<file path="src/rtl/decode_stage_pkg.sv">
// rtl/decode_stage_pkg.sv - ISA constants, control word type and opcode decoder for the ID stage
// Purpose: opcode/funct encodings, ALU control encodings, instruction field positions, and the
//          combinational control decoder shared by decode_stage (and, later, the EX-stage ALU).
// Ports:   none (package)
package decode_stage_pkg;

  // Instruction field positions
  localparam int OPC_LSB   = 26;
  localparam int RS_LSB    = 21;
  localparam int RT_LSB    = 16;
  localparam int RD_LSB    = 11;
  localparam int IMM_W     = 16;

  // Opcodes
  localparam logic [5:0] OP_RTYPE = 6'b000000;
  localparam logic [5:0] OP_ADDI  = 6'b001000;
  localparam logic [5:0] OP_LW    = 6'b100011;
  localparam logic [5:0] OP_SW    = 6'b101011;
  localparam logic [5:0] OP_BEQ   = 6'b000100;

  // R-type funct codes
  localparam logic [5:0] FN_ADD = 6'b100000;
  localparam logic [5:0] FN_SUB = 6'b100010;
  localparam logic [5:0] FN_AND = 6'b100100;
  localparam logic [5:0] FN_OR  = 6'b100101;

  typedef enum logic [1:0] {
    ALU_ADD = 2'b00,
    ALU_SUB = 2'b01,
    ALU_AND = 2'b10,
    ALU_OR  = 2'b11
  } alu_op_e;

  typedef enum logic [1:0] {
    DST_NONE = 2'b00,
    DST_RD   = 2'b01,
    DST_RT   = 2'b10
  } dst_sel_e;

  typedef struct packed {
    logic     reg_write;
    logic     mem_read;
    logic     mem_write;
    logic     branch;
    logic     ctrl_op2;
    alu_op_e  alu;
    logic     rt_used;
    dst_sel_e dst_sel;
  } ctrl_t;

  // Anything not recognised decodes to an all-zero control word (NOP).
  // rt_used follows the opcode alone, so an R-type with an unknown funct
  // still counts as reading rt for hazard purposes.
  function automatic ctrl_t decode_ctrl(input logic [31:0] instr);
    ctrl_t c;
    c = '0;
    case (instr[31:OPC_LSB])
      OP_RTYPE: begin
        c.rt_used = 1'b1;
        case (instr[5:0])
          FN_ADD:  begin c.reg_write = 1'b1; c.alu = ALU_ADD; end
          FN_SUB:  begin c.reg_write = 1'b1; c.alu = ALU_SUB; end
          FN_AND:  begin c.reg_write = 1'b1; c.alu = ALU_AND; end
          FN_OR:   begin c.reg_write = 1'b1; c.alu = ALU_OR;  end
          default: ;
        endcase
        if (c.reg_write) c.dst_sel = DST_RD;
      end
      OP_ADDI: begin
        c.reg_write = 1'b1;
        c.ctrl_op2  = 1'b1;
        c.dst_sel   = DST_RT;
      end
      OP_LW: begin
        c.reg_write = 1'b1;
        c.mem_read  = 1'b1;
        c.ctrl_op2  = 1'b1;
        c.dst_sel   = DST_RT;
      end
      OP_SW: begin
        c.mem_write = 1'b1;
        c.ctrl_op2  = 1'b1;
        c.rt_used   = 1'b1;
      end
      OP_BEQ: begin
        c.branch  = 1'b1;
        c.alu     = ALU_SUB;
        c.rt_used = 1'b1;
      end
      default: ;
    endcase
    return c;
  endfunction

endpackage

</file>
<file path="src/rtl/decode_stage_reg_file.sv">
// rtl/decode_stage_reg_file.sv - 2R/1W register file with write-to-read bypass and sync reset
// Purpose: register storage for the ID stage; register 0 is hardwired to zero.
// Ports:   clk, reset (sync, active-high, clears all registers)
//          wr_en, wr_addr, wr_data         - write port, ignored during reset
//          rd_addr1/rd_data1, rd_addr2/rd_data2 - combinational read ports with bypass
module decode_stage_reg_file #(
  parameter int DATA_W   = 32,
  parameter int RADDR_W  = 5,
  parameter int NUM_REGS = 32
) (
  input  logic               clk,
  input  logic               reset,
  input  logic               wr_en,
  input  logic [RADDR_W-1:0] wr_addr,
  input  logic [DATA_W-1:0]  wr_data,
  input  logic [RADDR_W-1:0] rd_addr1,
  output logic [DATA_W-1:0]  rd_data1,
  input  logic [RADDR_W-1:0] rd_addr2,
  output logic [DATA_W-1:0]  rd_data2
);

  logic [DATA_W-1:0] regs [NUM_REGS];
  logic              wr_live;

  // A write to r0 is dropped entirely, so it can neither store nor bypass.
  assign wr_live = wr_en && !reset && (wr_addr != '0);

  always_ff @(posedge clk) begin
    if (reset) begin
      for (int i = 0; i < NUM_REGS; i++) regs[i] <= '0;
    end else if (wr_live) begin
      regs[wr_addr] <= wr_data;
    end
  end

  always_comb begin
    rd_data1 = regs[rd_addr1];
    if (rd_addr1 == '0)                       rd_data1 = '0;
    else if (wr_live && wr_addr == rd_addr1)  rd_data1 = wr_data;
  end

  always_comb begin
    rd_data2 = regs[rd_addr2];
    if (rd_addr2 == '0)                       rd_data2 = '0;
    else if (wr_live && wr_addr == rd_addr2)  rd_data2 = wr_data;
  end

endmodule

</file>
<file path="src/rtl/decode_stage.sv">
// rtl/decode_stage.sv - instruction decode stage with load-use hazard detection and ID/EX register
// Purpose: decodes instr, reads the register file, sign-extends the immediate and registers the
//          operands and control word for EX; stalls fetch on load-use and squashes on flush.
// Ports:   clk, reset (sync, active-high)
//          instr, instrValid, flush                   - from IF/ID and EX
//          wbRegWrite, wbReg, wbData                  - writeback port
//          readData1, readData2, address, ctrlOp2, aluCtrl, memRead, memWrite, branch,
//          regWrite, destReg, exValid                 - registered ID/EX outputs
//          stallFetch                                 - combinational fetch hold
module decode_stage
  import decode_stage_pkg::*;
#(
  parameter int DATA_W   = 32,
  parameter int RADDR_W  = 5,
  parameter int NUM_REGS = 32
) (
  input  logic               clk,
  input  logic               reset,
  input  logic [31:0]        instr,
  input  logic               instrValid,
  input  logic               flush,
  input  logic               wbRegWrite,
  input  logic [RADDR_W-1:0] wbReg,
  input  logic [DATA_W-1:0]  wbData,
  output logic [DATA_W-1:0]  readData1,
  output logic [DATA_W-1:0]  readData2,
  output logic [DATA_W-1:0]  address,
  output logic               ctrlOp2,
  output logic [1:0]         aluCtrl,
  output logic               memRead,
  output logic               memWrite,
  output logic               branch,
  output logic               regWrite,
  output logic [RADDR_W-1:0] destReg,
  output logic               exValid,
  output logic               stallFetch
);

  logic [RADDR_W-1:0] rs, rt, rd;
  logic [DATA_W-1:0]  rs_data, rt_data, imm_ext;
  logic [RADDR_W-1:0] dec_dest;
  ctrl_t              dec;
  logic               hazard;
  logic               load_bubble;

  assign rs = instr[RS_LSB +: RADDR_W];
  assign rt = instr[RT_LSB +: RADDR_W];
  assign rd = instr[RD_LSB +: RADDR_W];

  assign imm_ext = {{(DATA_W-IMM_W){instr[IMM_W-1]}}, instr[IMM_W-1:0]};
  assign dec     = decode_ctrl(instr);

  always_comb begin
    dec_dest = '0;
    case (dec.dst_sel)
      DST_RD:  dec_dest = rd;
      DST_RT:  dec_dest = rt;
      default: dec_dest = '0;
    endcase
  end

  decode_stage_reg_file #(
    .DATA_W   (DATA_W),
    .RADDR_W  (RADDR_W),
    .NUM_REGS (NUM_REGS)
  ) u_reg_file (
    .clk      (clk),
    .reset    (reset),
    .wr_en    (wbRegWrite),
    .wr_addr  (wbReg),
    .wr_data  (wbData),
    .rd_addr1 (rs),
    .rd_data1 (rs_data),
    .rd_addr2 (rt),
    .rd_data2 (rt_data)
  );

  // Load in EX whose result is needed by the instruction in ID.
  assign hazard = exValid && memRead && (destReg != '0) && instrValid &&
                  ((destReg == rs) || (dec.rt_used && (destReg == rt)));

  // A flush kills the waiting instruction, so there is nothing to hold.
  assign stallFetch  = hazard && !flush && !reset;
  assign load_bubble = flush || hazard || !instrValid;

  always_ff @(posedge clk) begin
    if (reset || load_bubble) begin
      readData1 <= '0;
      readData2 <= '0;
      address   <= '0;
      ctrlOp2   <= 1'b0;
      aluCtrl   <= ALU_ADD;
      memRead   <= 1'b0;
      memWrite  <= 1'b0;
      branch    <= 1'b0;
      regWrite  <= 1'b0;
      destReg   <= '0;
      exValid   <= 1'b0;
    end else begin
      readData1 <= rs_data;
      readData2 <= rt_data;
      address   <= imm_ext;
      ctrlOp2   <= dec.ctrl_op2;
      aluCtrl   <= dec.alu;
      memRead   <= dec.mem_read;
      memWrite  <= dec.mem_write;
      branch    <= dec.branch;
      regWrite  <= dec.reg_write;
      destReg   <= dec_dest;
      exValid   <= 1'b1;
    end
  end

endmodule

</file>
<file path="config.mk">
export PLATFORM = sky130hd
export DESIGN_NAME = decode_stage
export DESIGN_NICKNAME = d
export VERILOG_FILES = /design/src/rtl/decode_stage_pkg.sv /design/src/rtl/decode_stage_reg_file.sv /design/src/rtl/decode_stage.sv
export SDC_FILE = /design/constraint.sdc
export NUM_CORES = 2
export LEC_CHECK = 0
export ABC_AREA = 0
export CAP_MARGIN = 0
export CORE_AREA = 2 2 352 423
export DETAILED_ROUTE_END_ITERATION = 6
export DIE_AREA = 0 0 354 425
export SLEW_MARGIN = 10
export SYNTH_ARGS = -nofsm -noshare
export SYNTH_HDL_FRONTEND = slang
export SYNTH_SLANG_ARGS = --single-unit
export TNS_END_PERCENT = 30
</file>
<file path="constraint.sdc">
create_clock -name clk -period 4.68 [get_ports clk]
set_input_delay 1.404 -clock clk [delete_from_list [all_inputs] [get_ports clk]]
set_output_delay 1.404 -clock clk [all_outputs]
set_load 0.01 [all_outputs]
</file>
# == Yosys cells after proc, flatten, opt, wreduce, memory -nomap -nowiden ==
# Memories as Yosys holds them, arrays and structs flattened. A register that Yosys moved wholly into a read port is not among the register bits.
# Cells that the tools add are included.
# word_totals
register_bits,29
ram_bits,1024
inputBits,74
output_inout_bits,110
mem_count,1
# classes
eq_ne,12
n_mux,22
n_reduce_logical,28
# mem_list
name,depth,word_bits,read_ports,rd_clocked_by_memory_dff,write_ports,line,text
u_reg_file.regs,32,32,2,2,32,decode_stage_reg_file.sv:22,logic [DATA_W-1:0] regs [NUM_REGS];
# ops
cell,n
"equality test 6 bit, second input constant",6
2-to-1 mux 32 bit,1
OR reduction 32 bit,1
2-to-1 mux 1 bit,15
equality test 5 bit,2
logical NOT 5 bit,2
case mux 5 bit (2 select lines),1
nonzero test 5 bit,2
logical AND 1 bit,9
case mux 2 bit (2 select lines),2
"equality test 6 x 3 -> 1 bit, second input constant",1
"equality test 6 x 4 -> 1 bit, second input constant",1
logical NOT 6 bit,1
case mux 2 bit (3 select lines),1
OR reduction 2 bit,3
OR reduction 3 bit,2
2-to-1 mux 5 bit,1
logical OR 1 bit,4
OR reduction 4 bit,1
logical NOT 1 bit,3
"equality test 2 x 1 -> 1 bit, second input constant",1
"equality test 2 bit, second input constant",1
case mux 1 bit (2 select lines),1

# == Depth between registers and ports, before layout ==
# depth
ltp_word,10
depth_mapped,10
mapped_depth_nobuf,8

# == Hierarchy ==
# From an unflattened synthesis, not the netlist that was laid out.
# unflattened
cells_unflattened,4300
hier_area_um2,59333.2
# modules_own_cells
module,n_inst,cells_per_inst,area_each_um2,seq_area_each_um2
decode_stage_reg_file,1,4017,55808.5,30749.5
decode_stage,1,283,3524.6,1861.8

# == Worst setup path before layout ==
# Ideal clock, no wire load.
# synth_timing
kind,input to output
from,in instr[27]
to,out stallFetch
t_arrival_ps,2737
t_required_ps,3276
path_slack_ps,539
stages,5
n_path_buf,0
path_cell_list,or4_4 -> o21ai_0 -> and4_1 -> a41oi_1 -> nor3_1
# synth_via
elab_chain_cells,8
word_cells_on_any_way,10
classes_between,eq/ne (2); mux (1); reduce/logical (7)
# synth_rtl
element,line,text
from (decl),decode_stage.sv:19,"input logic [31:0] instr,"
"equality test 6 x 3 -> 1 bit, or another cell as far along",decode_stage_pkg.sv:57,case (instr[31:OPC_LSB])
OR reduction 3 bit (no line) *,--,
2-to-1 mux 1 bit *,decode_stage_pkg.sv:57,
logical AND 1 bit *,decode_stage.sv:80,((destReg == rs) || (dec.rt_used && (destReg == rt)));
logical OR 1 bit *,decode_stage.sv:80,
logical AND 1 bit *,decode_stage.sv:79,assign hazard = exValid && memRead && (destReg != '0) && instrValid &&
logical AND 1 bit * (2 in series),decode_stage.sv:83,assign stallFetch = hazard && !flush && !reset;
to (decl),decode_stage.sv:36,output logic stallFetch
# Every way passes the cells marked *; elsewhere a longest branch is shown, timed or not.

# == Final worst setup path ==
# Same ends and word-level chain as after synthesis.

==> results by group <==
STA
  – Final setup viols: 0
  – Fin crit share: 97.1%
  – Fin. max-slew vios: 0
  – Worst-Margin Slew: 1.31 ns
  – Worst Skew: 0.0210 ns
  – Slew HR: 12.4%
  – Worst hold margin: 0.904 ns
  – FMAX: 0.220 GHz
  – RSZ-0062 raised after global routing: no
  – Final min period: 4.54 ns
  – Final number of hold-violating endpoints: 0

Cells and area
  – Util after Layout: 45.6%
  – Nets: 4242
  – Leading cell type in the layout, fill and taps excluded: edfxtp_1
  – Most frequent cells in the layout: edfxtp_1 (1024), and2_1 (994), mux4_2 (416)
  – Area growth syn-to-layout: 14.7%
  – Layout cells sized above 1: 22.2%

Min path
  – Hold depth: 5
  – HP Start: u_reg_file.regs[6][26]$_SDFFCE_PN0P_
  – Hold EP: readData1[26]$_SDFF_PP0_
  – Hold crit path type: reg -> reg

Synthesis
  – Xor and xnor area share after synthesis: 0.301%
  – Synth area leader: edfxtp_1
  – Ys flop type: edfxtp_1
  – Synthesized flop and latch total: 1117
  – Largest family of logic cells by synthesized area: multiplexers
  – Post-Synth Adder-Cell Area: 0.0430%
  – Netlist Area Pre-Place: 58100 µm²
  – Netlist cell types: 55
  – Yosys warning count: 0
  – Post-Synth Simple-Gate Area: 13.9%
  – Number of synthesized flops with an enable pin: 1024
  – Synth Area in Compound Gates: 4.22%
  – Sequential-to-total area share from yosys stat: 56.1%
  – Syn avg cell area: 14.4 µm²
  – Ys async rst share: 0%
  – Synthesized instance count: 4049
  – Synth area leaders: edfxtp_1 (53%), mux4_2 (16%), and2_1 (11%), mux2i_1 (5.0%), dfxtp_1 (3.2%)
  – Top cell type's share of synthesized area: 52.9%
  – Post-synthesis mux area share: 22.1%

Floorplanning
  – Die Y: 425 µm
  – Core Area: 146000 µm²
  – Boundary Pins: 184
  – Die ar.: 150000 µm²
  – Die width: 354 µm
  – # rows: 154
  – Starting Density: 39.7%

Drt
  – Post-DRT Antenna Nets: 0
  – Drt drc: 0
  – Met1 Routed Length: 75400 µm
  – Met2 routed WL: 98300 µm
  – Total routed wirelength: 199000 µm
  – Met3 WL: 16700 µm
  – Vias post-DR: 37400
  – First-pass iteration count of the detailed router: 5
  – Avg WL per Cell: 32.0 µm
  – Highest metal used: met5
  – Vias per inst: 6.02
  – DR iter-0 viols: 4466

Placement
  – Gpl congestion: 0.845
  – Detail Placement HPWL: 118000 µm
  – Port Buffers: 183

GRT
  – Largest net degree at the start of global routing: 97
  – First-pass GRT wire length: 281000 µm
  – Vias in the first global route: 38100
  – GRT Overall Usage: 26.2%
  – Initial antenna violation count: 9
  – Grt ovf: 0

Worst setup path
  – Crit path cell chain: clkdlybuf4s50_1 > or4_4 > o21ai_0 > and4_1 > a41oi_1 > nor3_1 > clkbuf_2
  – WP data arrival: 3.14 ns
  – CP startpoint kind: input port
  – CP Class: in -> out
  – R2R Path End: readData2[9]$_SDFF_PP0_
  – Max incr delay on CP: 0.54 ns
  – FF-to-FF path depth: 7
  – Worst-path fanout max: 2
  – Worst setup EP type: output port
  – Crit path required time: 3.28 ns
  – Worst reg-to-reg setup slack: 1.79 ns
  – Start of the worst register-to-register path: destReg[3]$_SDFF_PP0_
  – Slowest cell on crit path: or4_4

Clocking
  – CTS Hold Bufs: 0
  – Clock sink total: 1117
  – Clock slew at reported path FFs: 0.06 ns
  – H-tree Lvls: 3
  – CTS max path bufs: 3
  – Root Driver: clkbuf_16
  – TritonCTS Buffers: 110
  – Clk_lat worst skew: 0.73 ns
  – Post-CTS setup buffers: 0
  – TritonCTS clock tree: done

Pwr
  – Overall Power: 23700 µW
  – Leak: 0.0235 µW
  – PwrDens: 355 nW/µm²
  – VDD IR max: 315 µV

Run status
  – Outcome: completed

Run
  – Max_cap viols: 0
kinds of logic after synthesis:
group                    count (synthesis)
AO/OA/AOI/OAI                          337
XOR/XNOR                                20
adder cells (fa/ha/maj)                  2
buffers and inverters                  432
flip-flops                            1117
multiplexers                           755
other                                    1
AND/OR/NAND/NOR                       1385
cells in the mapped netlist (all sizes together), types with 3 or more instances:
master,n
a211oi,25
a21oi,59
a221oi,28
a22o,24
a22oi,62
and2,994
and3,17
buf,132
clkbuf,297
dfxtp,93
edfxtp,1024
inv,3
mux2,47
mux2i,292
mux4,416
nand2,139
nand2b,7
nand3,90
nor2,71
nor2b,10
nor3,7
nor4b,3
o2111ai,31
o211ai,31
o21ai,9
o221ai,16
o22ai,45
or2,33
or3,4
xnor2,9
xor2,11
metal layers:
| metal | GRT usage, % | vias to the layer above |
|---|---|---|
| met1 | 32.9 | 19500 |
| met2 | 44.6 | 1906 |
| met5 | 0 | - |
| li1 | - | 15600 |
| met3 | 4.75 | 427 |
| met4 | 10.8 | 10 |
worst max-delay path by stage:
stage	from	endpoint	slack (ns)
global placement	instr[27]	stallFetch	-0.28
floorplan	instr[27]	stallFetch	0.54
CTS	instr[27]	stallFetch	0.03
detailed placement	instr[27]	stallFetch	-0.24
finish	instr[27]	stallFetch	0.14
global route	instr[27]	stallFetch	0.06
per-stage QoR:
stage          setup WS [ns]  instances  instance area, µm²  setup TNS (ns)
6_report               0.136       6214               66700               0
4_1_cts               0.0298       6213               66700               0
3_3_place_gp          -0.283       6004               63100          -0.283
3_5_place_dp          -0.243       6004               63100          -0.243
5_1_grt               0.0645       6213               66700               0
2_1_floorplan          0.539       4080               58200               0
what timing repair did:
action | in CTS | in global routing
resized for setup | 1 | 2
setup endpoints to repair | 1 | 1
gates cloned | 0 | 0
pin swaps | 0 | 1
critical path, delay by kind of cell:
family,cells,cell delay (ns)
AO/OA/AOI/OAI,2,0.20
AND/OR/NAND/NOR,3,0.95
buffers and inverters,2,0.59
where the power goes:
part / switching (µW) / internal, µW / total [µW]
clock network: 3960 / 5240 / 9200
registers: 256 / 11400 / 11700
logic: 1630 / 1200 / 2840
total: 5850 / 17800 / 23700
sequential cells by signal, indices dropped and copies added (netlist names):
register	flops
destReg	5
address	16
exValid	1
readData2	32
memWrite	1
readData1	32
regWrite	1
memRead	1
aluCtrl	2
branch	1
u_reg_file.regs	1024
ctrlOp2	1
area by class of cell:
class	count	area [µm²]
Clock inverter	58	577
Inverter	3	13.8
Timing Repair Buffer	403	4040
Antenna cell	1	2.50
Clock buffer	151	3100
Fill cell	12900	79700
Multi-Input combinational cell	2531	23900
Tap cell	1950	2440
Sequential cell	1117	32600
Note: power is estimated with default switching activity, not from simulation.
